$ cat config.mk
export PLATFORM = sky130hd
export DESIGN_NAME = seq_mult_param
export DESIGN_NICKNAME = d
export VERILOG_FILES = /design/src/rtl/mult_pkg.sv /design/src/rtl/cond_negate.sv /design/src/rtl/seq_mult_param.sv
export SDC_FILE = /design/constraint.sdc
export NUM_CORES = 1
export LEC_CHECK = 0
export BUFFER_PORTS_ARGS = -buffer_cell sky130_fd_sc_hd__buf_2
export CAP_MARGIN = 20
export CORE_MARGIN = 1
export CORE_UTILIZATION = 60
export DETAILED_ROUTE_END_ITERATION = 8
export PLACE_DENSITY = 0.87
export SLEW_MARGIN = 20
export SYNTH_ARGS = -nofsm -noshare
export SYNTH_HDL_FRONTEND = slang
export SYNTH_SLANG_ARGS = --single-unit
export TNS_END_PERCENT = 5
$ cat constraint.sdc
create_clock -name clk -period 6.85 [get_ports clk]
set_clock_uncertainty 0.1 [all_clocks]
set_input_delay 1.37 -clock clk [delete_from_list [all_inputs] [get_ports clk]]
set_output_delay 1.37 -clock clk [all_outputs]
set_load 0.03 [all_outputs]
$ cat src/rtl/mult_pkg.sv
`default_nettype none
// ============================================================================
// Module      : mult_pkg
// Description : Shared types and helpers for the sequential multiplier.
//               Holds the control state encoding and the iteration counter
//               width function.
// Revision    : 1.0 - initial release
// ============================================================================
package mult_pkg;

  // Controller states, 2-bit encoding.
  typedef enum logic [1:0] {
    IDLE = 2'd0,
    RUN  = 2'd1,
    FIX  = 2'd2
  } state_t;

  // The counter only has to reach WIDTH-1, so clog2(WIDTH) bits suffice.
  function automatic int cnt_width(input int width);
    return (width > 1) ? $clog2(width) : 1;
  endfunction

endpackage
`default_nettype wire

$ cat src/rtl/cond_negate.sv
`default_nettype none
// ============================================================================
// Module      : cond_negate
// Description : Conditional two's-complement negator.
//               y = negate ? (~x + 1) : x
// Ports       : negate - 1 = return the two's complement of x
//               x      - WIDTH-bit input value
//               y      - WIDTH-bit output value
// Revision    : 1.0 - initial release
// ============================================================================
module cond_negate #(
  parameter int WIDTH = 32
) (
  input  logic             negate,
  input  logic [WIDTH-1:0] x,
  output logic [WIDTH-1:0] y
);

  assign y = negate ? (~x + WIDTH'(1)) : x;

endmodule
`default_nettype wire

$ cat src/rtl/seq_mult_param.sv
`default_nettype none
// ============================================================================
// Module      : seq_mult_param
// Description : Parametrised sequential radix-2 shift-add multiplier with a
//               start/busy/done handshake and per-operation signed mode.
//               Operands are reduced to magnitudes on load, multiplied as
//               unsigned numbers, and the sign is restored in the FIX state.
// Ports       : clk       - system clock, rising edge
//               reset     - asynchronous reset, active low
//               start     - operation request, sampled only in IDLE
//               is_signed - 1 = two's-complement operands (sampled with start)
//               op_a      - multiplicand (sampled with start)
//               op_b      - multiplier (sampled with start)
//               busy      - high while in RUN or FIX
//               done      - one-cycle pulse when result is valid
//               result    - 2*WIDTH product, held until the next FIX edge
// Revision    : 1.0 - initial release
// ============================================================================
module seq_mult_param
  import mult_pkg::*;
#(
  parameter int WIDTH      = 32,
  parameter int EARLY_EXIT = 1
) (
  input  logic               clk,
  input  logic               reset,
  input  logic               start,
  input  logic               is_signed,
  input  logic [WIDTH-1:0]   op_a,
  input  logic [WIDTH-1:0]   op_b,
  output logic               busy,
  output logic               done,
  output logic [2*WIDTH-1:0] result
);

  localparam int RES_W = 2 * WIDTH;
  localparam int CNT_W = cnt_width(WIDTH);
  localparam logic [CNT_W-1:0] CNT_LAST = CNT_W'(WIDTH - 1);

  state_t state, state_nxt;

  logic [RES_W-1:0] acc;
  logic [RES_W-1:0] a_sh;
  logic [WIDTH-1:0] b_sh;
  logic             neg;
  logic [CNT_W-1:0] cnt;

  logic [WIDTH-1:0] mag_a;
  logic [WIDTH-1:0] mag_b;
  logic [RES_W-1:0] acc_fixed;
  logic [WIDTH-1:0] b_shifted;
  logic             last_iter;
  logic             b_empty;
  logic             load;
  logic             step;
  logic             finish;

  // Magnitude extraction. The most negative operand maps onto 2^(WIDTH-1),
  // which is representable as an unsigned WIDTH-bit value.
  cond_negate #(.WIDTH(WIDTH)) u_mag_a (
    .negate (is_signed & op_a[WIDTH-1]),
    .x      (op_a),
    .y      (mag_a)
  );

  cond_negate #(.WIDTH(WIDTH)) u_mag_b (
    .negate (is_signed & op_b[WIDTH-1]),
    .x      (op_b),
    .y      (mag_b)
  );

  // Sign restoration of the unsigned magnitude product.
  cond_negate #(.WIDTH(RES_W)) u_fix (
    .negate (neg),
    .x      (acc),
    .y      (acc_fixed)
  );

  assign b_shifted = b_sh >> 1;
  assign last_iter = (cnt == CNT_LAST);

  // Early exit looks at the multiplier after this edge's shift: once no set
  // bits remain, further iterations cannot change the accumulator.
  generate
    if (EARLY_EXIT != 0) begin : g_early_exit
      assign b_empty = (b_shifted == '0);
    end else begin : g_fixed_latency
      assign b_empty = 1'b0;
    end
  endgenerate

  // State register.
  always_ff @(posedge clk or negedge reset) begin
    if (!reset) begin
      state <= IDLE;
    end else begin
      state <= state_nxt;
    end
  end

  // Next-state and control decode.
  always_comb begin
    state_nxt = state;
    load      = 1'b0;
    step      = 1'b0;
    finish    = 1'b0;
    busy      = 1'b0;
    case (state)
      IDLE: begin
        if (start) begin
          load      = 1'b1;
          state_nxt = RUN;
        end
      end
      RUN: begin
        busy = 1'b1;
        step = 1'b1;
        // RUN always spends at least one edge here, even for a zero multiplier.
        if (last_iter || b_empty) begin
          state_nxt = FIX;
        end
      end
      FIX: begin
        busy      = 1'b1;
        finish    = 1'b1;
        state_nxt = IDLE;
      end
      default: begin
        state_nxt = IDLE;
      end
    endcase
  end

  // Datapath registers.
  always_ff @(posedge clk or negedge reset) begin
    if (!reset) begin
      acc    <= '0;
      a_sh   <= '0;
      b_sh   <= '0;
      neg    <= 1'b0;
      cnt    <= '0;
      done   <= 1'b0;
      result <= '0;
    end else begin
      done <= finish;
      if (load) begin
        acc  <= '0;
        a_sh <= {{WIDTH{1'b0}}, mag_a};
        b_sh <= mag_b;
        neg  <= is_signed & (op_a[WIDTH-1] ^ op_b[WIDTH-1]);
        cnt  <= '0;
      end else if (step) begin
        // The magnitude product is below 2^(2*WIDTH), so this sum never carries out.
        if (b_sh[0]) begin
          acc <= acc + a_sh;
        end
        a_sh <= a_sh << 1;
        b_sh <= b_shifted;
        cnt  <= cnt + CNT_W'(1);
      end
      if (finish) begin
        result <= acc_fixed;
      end
    end
  end

endmodule
`default_nettype wire

==> summary.md <==
| Metric | Value |
|---|---|
| EDFF count, synth | `0` |
| Initial core utilization | `61.39%` |
| VDD IR max | `0.0002572 V` |
| Fin util | `67.70%` |
| Synthesis warning total | `0` |
| Clk pin slew, worst setup/hold paths | `0.06 ns` |
| H-tree Lvls | `1` |
| Grt total ovfl | `0` |
| Pin count of the biggest net entering global routing | `165` |
| Final nets | `2013` |
| Iter 0 DRT Violations | `1209` |
| Post-Syn Nets | `1945` |
| CP Capture Type | `flop` |
| Clk root buf | `clkbuf_16` |
| Non-Filler Instances | `2217` |
| Status | `finished, final reports clean` |
| GRT Total Usage | `30.13%` |
| Post-CTS Resized | `0` |
| Synth unique cells | `59` |
| Register Area | `5832 sq um` |
| PortBufs | `133` |
| GR peak layer | `met2` |
| IO Count | `134` |
| Clock tree buffer depth | `3` |
| Post-synthesis register bit count | `233` |
| Fin. max-slew vios | `0` |
| First-pass GRT wire length | `64780 microns` |
| Count of final setup violators | `0` |
| Vias in the first global route | `13020` |
| WL final | `39150 microns` |
| CP max FO | `9` |
| Post-Synth XOR/XNOR Area | `10.11%` |
| Inst Count DP | `2175` |
| Critical Path Start Type | `flop` |
| Die Y | `162.7 microns` |
| Leak | `7.799 nW` |
| Async SR Flop Fraction | `100.0%` |
| Post-synthesis compound-gate area fraction | `19.43%` |
| Clk_lat worst skew | `0.53 ns` |
| Main synth FF type | `dfrtp_1` |
| Synthesized area per cell | `8.594 sq um` |
| Antenna cells | `0` |
| Syn Inst Count | `1804` |
| Commonest cells after routing, fill and taps aside | `243 x nand2_1, 232 x dfrtp_1, 188 x a21oi_1` |
| DP HPWL | `28160 microns` |
| Pre-antenna DRT Iters | `5` |
| Area delta synth->final | `10.27%` |
| Post-CTS setup repair buffer count | `0` |
| Met3 Usage GRT | `4.609%` |
| RD Place Congestion | `0.9424` |
| Layout cell share with drive strength beyond 1 | `10.92%` |
| FP Rows | `58` |
| Vias | `13690` |
| CP Class | `flop to flop` |
| Max cap viols | `0` |
| Die Wd | `162.7 microns` |
| RSZ-0062 raised after global routing | `no` |
| Sequential fraction of the synthesis area | `37.61%` |
| Most common cell after layout, fill and taps aside | `nand2_1` |
| Residual DRC count | `0` |
| Hold crit path type | `flop to flop` |
| Met2 Track Usage GR | `48.53%` |
| Worst EP required | `7.14 ns` |
| GR Layer Usage met1 | `41.83%` |
| Cell area after synthesis | `15500 sq um` |
| Mux cell area share after synthesis | `6.997%` |
| Clk sinks | `233` |
| Die area | `26490 sq um` |
| Multi-input gate area | `9215 sq um` |
| Tmin final | `4.481 ns` |
| Antenna Nets Post-Route | `0` |
| Synth Area in Adders | `5.940%` |
| CP arrival | `4.77 ns` |
| Area of the core | `25250 sq um` |
| Period utilisation layout | `65.42%` |
| Initial antenna violation count | `0` |
| Pwr/cell area | `425.9 nW/um^2` |
| Hold_buf cts | `0` |
| Total Neg Setup Slack | `0 ns` |
| PnR Total Power | `0.007282 W` |
| Simple-gate portion of the synthesized area | `16.78%` |
| Routed len/inst | `17.66 microns` |
| Fillers | `2027` |
| Worst-Margin Slew | `1.002 ns` |
| Largest family of logic cells by synthesized area | `compound AO/OA/AOI/OAI gates` |
| Total CTS buffers | `25` |
| Peak Freq | `223.1 MHz` |
| Rel. slew slack | `33.22%` |
| CTS tree | `yes` |
| Final Hold Fails | `0` |
| Routed vias/inst | `6.176` |
state kept, by name, indices dropped and copies added (netlist names):
| name | cells |
|---|---|
| a_sh | 64 |
| neg | 1 |
| done | 1 |
| cnt | 5 |
| result | 64 |
| acc | 64 |
| state | 2 |
| b_sh | 32 |
through the flow:
stage	hold slack [ns]	worst slack, ns	cell area [sq um]
floorplan	0.3863	2.664	15500
global placement	0.3851	2.261	16320
detailed placement	0.3929	2.192	16320
CTS	0.4061	2.444	17100
global route	0.4255	2.280	17100
finish	0.4030	2.369	17100
report_power, final:
part | total [W] | leakage (nW) | internal [W] | switching (W)
Clock | 0.00131 | 0.384 | 0.000757 | 0.000549
Combinational | 0.00364 | 4.44 | 0.00131 | 0.00232
Sequential | 0.00234 | 2.97 | 0.00188 | 0.000459
final cells by class:
type                       count  area share, %
clock buffer                  35          4.172
inverter                      29         0.6367
multi-input combinational   1442          53.90
timing repair buffer         141          4.376
sequential                   233          34.11
clock inverter                 7         0.3879
tap                          330          2.415
worst max-delay path, cell delays in order, from the launching register on:
cell	delay (ns)
dfrtp_1	0.45
or3_1	0.43
or3b_1	0.44
or4_1	0.57
or4_1	0.59
or3_1	0.53
nor2_1	0.31
nand2_1	0.18
o41ai_1	0.44
xor2_1	0.20
a21oi_1	0.08
final timing paths:
check | from | to | slack [ns] | depth (start not counted)
setup / recovery | acc[1] | result[63] | 2.37 | 10
hold / removal | result[54] | result[54] | 0.40 | 1
setup reg to reg | acc[1] | result[63] | 2.37 | 10
hold reg to reg | result[54] | result[54] | 0.40 | 1
max in group asynchronous | reset | acc[55] | 4.36 | 2
min in group asynchronous | reset | b_sh[26] | 0.80 | 1
routing by layer:
layer	vias up	part of all wire, %	wire, microns
met5	-	0	0
met4	0	2.4	954
met3	81	7.2	2828
met2	526	46	17990
met1	6520	44	17380
li1	6566	-	-
synth_stat cells (2+ instances only):
| library cell | instances | share of area [%] |
|---|---|---|
| ha_1 | 72 | 5.8 |
| nand4_1 | 21 | 0.85 |
| buf_2 | 2 | 0.065 |
| nand2b_1 | 5 | 0.20 |
| and4_1 | 2 | 0.11 |
| a2111oi_0 | 3 | 0.17 |
| xnor2_1 | 72 | 4.1 |
| o221ai_1 | 2 | 0.11 |
| a21oi_1 | 188 | 6.1 |
| and2_0 | 2 | 0.081 |
| a221o_1 | 3 | 0.19 |
| and3_1 | 7 | 0.28 |
| a221oi_1 | 4 | 0.23 |
| clkbuf_1 | 90 | 2.2 |
| o21a_1 | 11 | 0.53 |
| nand3_1 | 20 | 0.65 |
| or4_1 | 15 | 0.73 |
| dfrtp_1 | 233 | 38 |
| a21o_1 | 30 | 1.5 |
| inv_1 | 29 | 0.70 |
| o21ai_0 | 142 | 4.6 |
| xor2_1 | 107 | 6.0 |
| o21ai_1 | 2 | 0.065 |
| o41ai_1 | 15 | 0.85 |
| a22o_1 | 9 | 0.51 |
| a211oi_1 | 13 | 0.63 |
| or4_4 | 4 | 0.29 |
| a31oi_1 | 15 | 0.61 |
| o21bai_1 | 15 | 0.73 |
| nor2_1 | 163 | 3.9 |
| a21boi_0 | 5 | 0.24 |
| nor3_1 | 34 | 1.1 |
| o211ai_1 | 3 | 0.15 |
| nand3b_1 | 3 | 0.15 |
| buf_1 | 8 | 0.19 |
| nor4_1 | 18 | 0.73 |
| o31ai_1 | 34 | 1.6 |
| nor2b_1 | 7 | 0.28 |
| and2_1 | 12 | 0.48 |
| or3_1 | 15 | 0.61 |
| or2_2 | 4 | 0.16 |
| mux2i_1 | 96 | 6.2 |
| nand2_1 | 243 | 5.9 |
| mux2_2 | 11 | 0.80 |
cell families after synthesis:
kind of cell	count (synthesis)
buffers and inverters	129
flip-flops	233
AND/OR/NAND/NOR	579
multiplexers	107
adder cells (fa/ha/maj)	73
AO/OA/AOI/OAI	504
XOR/XNOR	179
No activity file was read; power rests on OpenSTA's default activity.
